**config.mk**
```make
export PLATFORM = sky130hd
export DESIGN_NAME = quad_dir_decoder
export DESIGN_NICKNAME = d
export VERILOG_FILES = /design/src/rtl/quad_dir_decoder.sv
export SDC_FILE = /design/constraint.sdc
export NUM_CORES = 1
export LEC_CHECK = 0
export BUFFER_PORTS_ARGS = -buffer_cell sky130_fd_sc_hd__buf_2
export CORE_ASPECT_RATIO = 0.9
export CORE_MARGIN = 2
export CORE_UTILIZATION = 38
export DETAILED_ROUTE_END_ITERATION = 8
export GPL_TIMING_DRIVEN = 0
export PLACE_DENSITY_LB_ADDON = 0.1
export REMOVE_ABC_BUFFERS = 1
export SYNTH_ARGS = -nofsm -noshare
export SYNTH_HDL_FRONTEND = slang
export SYNTH_SLANG_ARGS = --single-unit
```
**constraint.sdc**
```tcl
create_clock -name clk -period 5.15 [get_ports clk]
set_clock_uncertainty 0.1 [all_clocks]
set_input_delay 0.7725 -clock clk [delete_from_list [all_inputs] [get_ports clk]]
set_output_delay 0.7725 -clock clk [all_outputs]
set_load 0.02 [all_outputs]
```
**src/rtl/quad_dir_decoder.sv**
```systemverilog
// Quadrature encoder front end: synchronise, debounce and decode A/B into step + direction.
// Optional feature: define QDEC_X4_EN for x4 decoding (step on every legal transition);
// otherwise x1 decoding (step only on 10->00 forward and 01->00 reverse).
module quad_dir_decoder #(
  parameter int unsigned SYNC_STAGES = 2,
  parameter int unsigned FILT_LEN    = 4,
  parameter bit          DIR_RESET   = 1'b0
) (
  input  logic       clk,
  input  logic       reset_n,
  input  logic       enc_a,
  input  logic       enc_b,
  input  logic       clr,
  output logic       step,
  output logic       up_down,
  output logic       err,
  output logic [1:0] state_ab
);

  localparam int unsigned CNT_W  = 8;
  localparam int unsigned INIT_W = 3;
  localparam int unsigned LAST   = SYNC_STAGES - 1;

  typedef enum logic {
    S_INIT,
    S_TRACK
  } state_e;

  state_e                 state_q, state_d;
  logic [SYNC_STAGES-1:0] sync_a_q, sync_a_d;
  logic [SYNC_STAGES-1:0] sync_b_q, sync_b_d;
  logic [CNT_W-1:0]       cnt_a_q, cnt_a_d;
  logic [CNT_W-1:0]       cnt_b_q, cnt_b_d;
  logic                   filt_a_q, filt_a_d;
  logic                   filt_b_q, filt_b_d;
  logic [INIT_W-1:0]      init_cnt_q, init_cnt_d;
  logic [1:0]             prev_q, prev_d;
  logic                   step_q, step_d;
  logic                   dir_q, dir_d;
  logic                   err_q, err_d;

  logic       init_done_c;
  logic [1:0] cur_c;
  logic       fwd_c;
  logic       rev_c;
  logic       ill_c;

  // INIT ends on the edge where the last sync stage takes its first post-reset sample
  assign init_done_c = (init_cnt_q == INIT_W'(SYNC_STAGES - 1));
  assign cur_c       = {filt_a_q, filt_b_q};
  // Forward order 00->01->11->10->00: next forward = {p[0], ~p[1]}, next reverse = {~p[0], p[1]}
  assign fwd_c       = (cur_c == {prev_q[0], ~prev_q[1]});
  assign rev_c       = (cur_c == {~prev_q[0], prev_q[1]});
  assign ill_c       = ((cur_c ^ prev_q) == 2'b11);

  // Synchroniser shift and per-channel debounce filter; INIT seeds the filtered levels
  always_comb begin
    sync_a_d = {sync_a_q[SYNC_STAGES-2:0], enc_a};
    sync_b_d = {sync_b_q[SYNC_STAGES-2:0], enc_b};
    cnt_a_d  = '0;
    cnt_b_d  = '0;
    filt_a_d = filt_a_q;
    filt_b_d = filt_b_q;
    if (state_q == S_INIT) begin
      if (init_done_c) begin
        filt_a_d = sync_a_d[LAST];
        filt_b_d = sync_b_d[LAST];
      end
    end else begin
      if (sync_a_q[LAST] != filt_a_q) begin
        if (cnt_a_q == CNT_W'(FILT_LEN - 1)) filt_a_d = sync_a_q[LAST];
        else                                  cnt_a_d  = cnt_a_q + CNT_W'(1);
      end
      if (sync_b_q[LAST] != filt_b_q) begin
        if (cnt_b_q == CNT_W'(FILT_LEN - 1)) filt_b_d = sync_b_q[LAST];
        else                                  cnt_b_d  = cnt_b_q + CNT_W'(1);
      end
    end
  end

  // FSM next state and decode of prev -> cur transitions
  always_comb begin
    state_d    = state_q;
    init_cnt_d = init_cnt_q;
    prev_d     = prev_q;
    step_d     = 1'b0;
    dir_d      = dir_q;
    err_d      = clr ? 1'b0 : err_q;
    case (state_q)
      S_INIT: begin
        if (init_done_c) begin
          state_d = S_TRACK;
          prev_d  = {filt_a_d, filt_b_d};
        end else begin
          init_cnt_d = init_cnt_q + INIT_W'(1);
        end
      end
      S_TRACK: begin
        prev_d = cur_c;
        if (ill_c) begin
          err_d = 1'b1;
        end else if (fwd_c) begin
          dir_d = 1'b0;
`ifdef QDEC_X4_EN
          step_d = 1'b1;
`else
          step_d = (prev_q == 2'b10);
`endif
        end else if (rev_c) begin
          dir_d = 1'b1;
`ifdef QDEC_X4_EN
          step_d = 1'b1;
`else
          step_d = (prev_q == 2'b01);
`endif
        end
      end
      default: state_d = S_INIT;
    endcase
  end

  // State registers
  always_ff @(posedge clk or negedge reset_n) begin
    if (!reset_n) begin
      state_q    <= S_INIT;
      sync_a_q   <= '0;
      sync_b_q   <= '0;
      cnt_a_q    <= '0;
      cnt_b_q    <= '0;
      filt_a_q   <= 1'b0;
      filt_b_q   <= 1'b0;
      init_cnt_q <= '0;
      prev_q     <= 2'b00;
      step_q     <= 1'b0;
      dir_q      <= DIR_RESET;
      err_q      <= 1'b0;
    end else begin
      state_q    <= state_d;
      sync_a_q   <= sync_a_d;
      sync_b_q   <= sync_b_d;
      cnt_a_q    <= cnt_a_d;
      cnt_b_q    <= cnt_b_d;
      filt_a_q   <= filt_a_d;
      filt_b_q   <= filt_b_d;
      init_cnt_q <= init_cnt_d;
      prev_q     <= prev_d;
      step_q     <= step_d;
      dir_q      <= dir_d;
      err_q      <= err_d;
    end
  end

  assign step     = step_q;
  assign up_down  = dir_q;
  assign err      = err_q;
  assign state_ab = {filt_a_q, filt_b_q};

endmodule

```
==> results.md <==
Run status:
- The run finished with clean final reports.

Cells and area:
- 0 antenna diodes ended up in the layout.
- The commonest non-fill, non-tap cell in the layout is sky130_fd_sc_hd__dfrtp_1.
- The post-synthesis to final-layout area growth is 13.21%.
- The number of nets in the final layout is 151.
- The library cells used most frequently in the layout, excluding fill and tap cells, are sky130_fd_sc_hd__dfrtp_1 (31), sky130_fd_sc_hd__nor2_1 (17), sky130_fd_sc_hd__xor2_1 (11).
- After routing the design area is 1619 sq um.
- The fraction of layout cells with a size suffix above 1 is 0.1831.

Pwr:
- The design draws 0.7920 mW.
- The maximum resistive drop on vdd is 0.0002332 V.
- The analysis attributes to cell leakage a power of 0.7655 nW.
- The total power density per cell area is 489.2 nW/um^2.

Timing:
- Of the available clock period, the critical path in the final layout requires 0.3693.
- The number of max-slew violations in the final report is 0.
- The maximum operating frequency is 525.8 MHz.
- Setup violations remaining at the end of the flow were counted as 0.
- In this run the tightest slew margin relative to its limit is 0.5363.
- The number of endpoints with negative hold slack in the final report was 0.
- Subtracting the final worst setup slack from the clock period gives 1902 ps.
- The final setup TNS is 0 ps.
- Setup repair after global routing left no endpoint under its margin.
- The slew at the pin with the worst max-slew slack is 695.6 ps.

Yosys:
- In the synthesized netlist, the number of instances is 131.
- The portion of the post-synthesis area used by sequential elements is 0.5424.
- During synthesis, Yosys emitted a total of 0 warnings.
- The top cell type's share of synthesized area is 0.5424.
- The post-synth design cell area is 1430 sq um.
- The flip-flop and latch count after synthesis is 31.
- The synthesized netlist contains 27 unique library cells.
- The mean area per synthesized cell is 10.92 sq um.
- The synthesized design spends more area on one cell type than any other, namely sky130_fd_sc_hd__dfrtp_1.
- Sorting the synthesized cells by area gives the leading types as sky130_fd_sc_hd__dfrtp_1 (54%), sky130_fd_sc_hd__xor2_1 (6.7%), sky130_fd_sc_hd__xnor2_1 (5.5%), sky130_fd_sc_hd__nor2_1 (4.5%), sky130_fd_sc_hd__ha_1 (4.4%).

GRT:
- The overall routing resource usage is 0.1396.
- The overall overflow remaining after global route is 0.
- The first global-routing pass estimated 4422 um of wire.
- The via count of the first global-routing pass is 938.
- The number of antenna violations at the first check in global routing is 0.
- Entering global routing, the biggest net connects 32 pins.

Setup path:
- The number of logic stages on the critical path including buffering is 4.
- The worst setup path is launched from a register.
- The cell family contributing the most delay on the critical path is simple AND/OR/NAND/NOR gates.
- The critical path data required time is 5220 ps.
- The timing startpoint of the critical path is cnt_b_q[3].
- The worst setup path is of the register to register kind.
- The largest incremental delay on the critical path is 570 ps.
- The top fanout value on the critical path is 5.
- In this run the critical register-to-register path is launched from cnt_b_q[3].
- Counting cells, the worst reg-to-reg path comes to 4.
- The signal on the critical path passes through or4_1, nor4b_2, a21oi_1, a211o_1.
- The total buffers and inverters traversed by the critical path is 0.
- Across all register-to-register paths, the minimum setup slack is 3250 ps.
- The worst register-to-register path ends at filt_b_q.
- The cell with the biggest individual delay on the critical path is sky130_fd_sc_hd__or4_1.
- The arrival time of data at the critical path endpoint is 1970 ps.
- The most critical setup path has its endpoint at filt_b_q.
- The kind of end point of the critical path is a register.

Clock network:
- The number of gates resized after CTS is 0.
- Counting the buffers created by CTS gives 5.
- The quantity of hold-fixing buffers added after cts is 0.
- The clock tree synthesis step divided the H-tree into 2 levels.
- TritonCTS built the clock tree.
- The clock-pin slew reported for the worst setup and hold paths after clock tree synthesis is 70 ps.
- Clock latency on the worst-skew pair, taken at its later pin, is 280 ps.
- In this run the post-CTS setup repair buffer count came out at 0.
- The longest clock path from root to sink contains 2 buffers.
- The CTS sink count is 31.
- The cell at the root of the clock tree is sky130_fd_sc_hd__clkbuf_8.

Placement:
- Detailed placement finished with a half-perimeter wire length of 1677 um.
- The number of I/O port buffers is 9.
- The final weighted congestion in routability-driven placement is 0.6590.
- The total cell area at the placement stage is 1501 sq um.

Die:
- The die extent in x is 68.67 um.
- The floorplan step defined a die boundary enclosing 4271 sq um.
- After floorplanning, the core was sized to cover 3652 sq um.
- The number of primary I/O pins is 10.
- The die outline height is 62.20 um.
- The number of rows in the core area is 21.
- The starting density of the core is 0.3916.

Detailed routing:
- The post-detailed-routing wire length is 2398 um.
- For this block, the initial DRC count from the detailed router was 27.
- The number of vias after detailed routing is 914.
- In this run the remaining antenna-violating nets after routing total 0.
- The number of search-and-repair iterations in the first detailed-routing pass is 4.
- Using the TritonRoute via totals, the vias-per-cell ratio works out to 4.862.
- The number of remaining DRC errors is 0.
- The post-detailed-route wirelength per cell is 12.76 um.

Job:
- The total of max-cap violations is 0.

Min path:
- The tightest min-delay check is of the register to register type.
metrics by stage:
stage	std cells	util	worst slack [ps]	hold WS, ps
2_1_floorplan	125	-	3377	274.3
3_3_place_gp	180	0.4111	3269	295.9
3_5_place_dp	180	0.4111	3247	293.8
4_1_cts	188	0.4433	3235	307.8
5_1_grt	188	0.4433	3149	323.5
6_report	188	0.4433	3248	302.9
layer usage:
layer / GRT usage / share of wire / routed length [um] / up-vias
li1: - / - / - / 452
met1: 0.1858 / 0.48 / 1149 / 445
met5: 0 / 0 / 0 / -
met4: 0.07500 / 0.0075 / 18 / 0
met3: 0.04348 / 0.041 / 98 / 2
met2: 0.1995 / 0.47 / 1131 / 15
Yosys cell counts (all sizes together):
library cell,n
dfrtp,31
or4,2
inv,5
or3,1
a21oi,5
nand2b,1
o21ai,7
nand2,7
a211o,2
o32ai,1
and3,5
buf,3
nand3,8
clkbuf,3
xnor2,9
nor2,17
nor3,1
nor4,1
mux2i,2
ha,5
xor2,11
nor4b,2
or2,2
cells by family (layout without fill, tap and decap cells):
logic type	Yosys count	in the layout	share of synthesized area
buf+inv	11	22	0.03499
compound gates	15	15	0.06037
flops	31	31	0.5424
xor+xnor	20	20	0.1225
mux	2	2	0.01400
simple gates	47	47	0.1820
fa+ha+maj	5	5	0.04374
power breakdown:
part	switching (mW)	total (mW)	internal, mW
clock	0.0880	0.244	0.156
combinational	0.109	0.203	0.0939
sequential	0.0550	0.345	0.290
registers in the layout, summed over array words and instances (netlist names):
signal,count
init_cnt_q,3
state_q,1
sync_b_q,2
prev_q,2
err,1
filt_a_q,1
sync_a_q,2
filt_b_q,1
cnt_a_q,8
cnt_b_q,8
step,1
up_down,1
area by class of cell:
cell class              instances  area [sq um]
clock buffers                   6         82.58
flip-flops and latches         31         775.7
fillers                       356          2033
clock inverters                 2         35.03
inverters                       5         18.77
well taps                      46         57.56
repair buffers                  9         45.04
multi-input cells              89         604.3
how the worst min path moves through the flow:
| stage | cells after the start | startpoint | to | slack [ps] |
|---|---|---|---|---|
| final | 0 | sync_a_q[0] | sync_a_q[1] | 300 |
| after global routing | 0 | sync_b_q[0] | sync_b_q[1] | 320 |
| after CTS | 0 | sync_b_q[0] | sync_b_q[1] | 310 |
| after detailed placement | 0 | sync_b_q[0] | sync_b_q[1] | 290 |
| after global placement | 0 | sync_b_q[0] | sync_b_q[1] | 300 |
| after floorplan | 0 | sync_a_q[0] | sync_a_q[1] | 270 |
(Power assumes the default switching activity.)
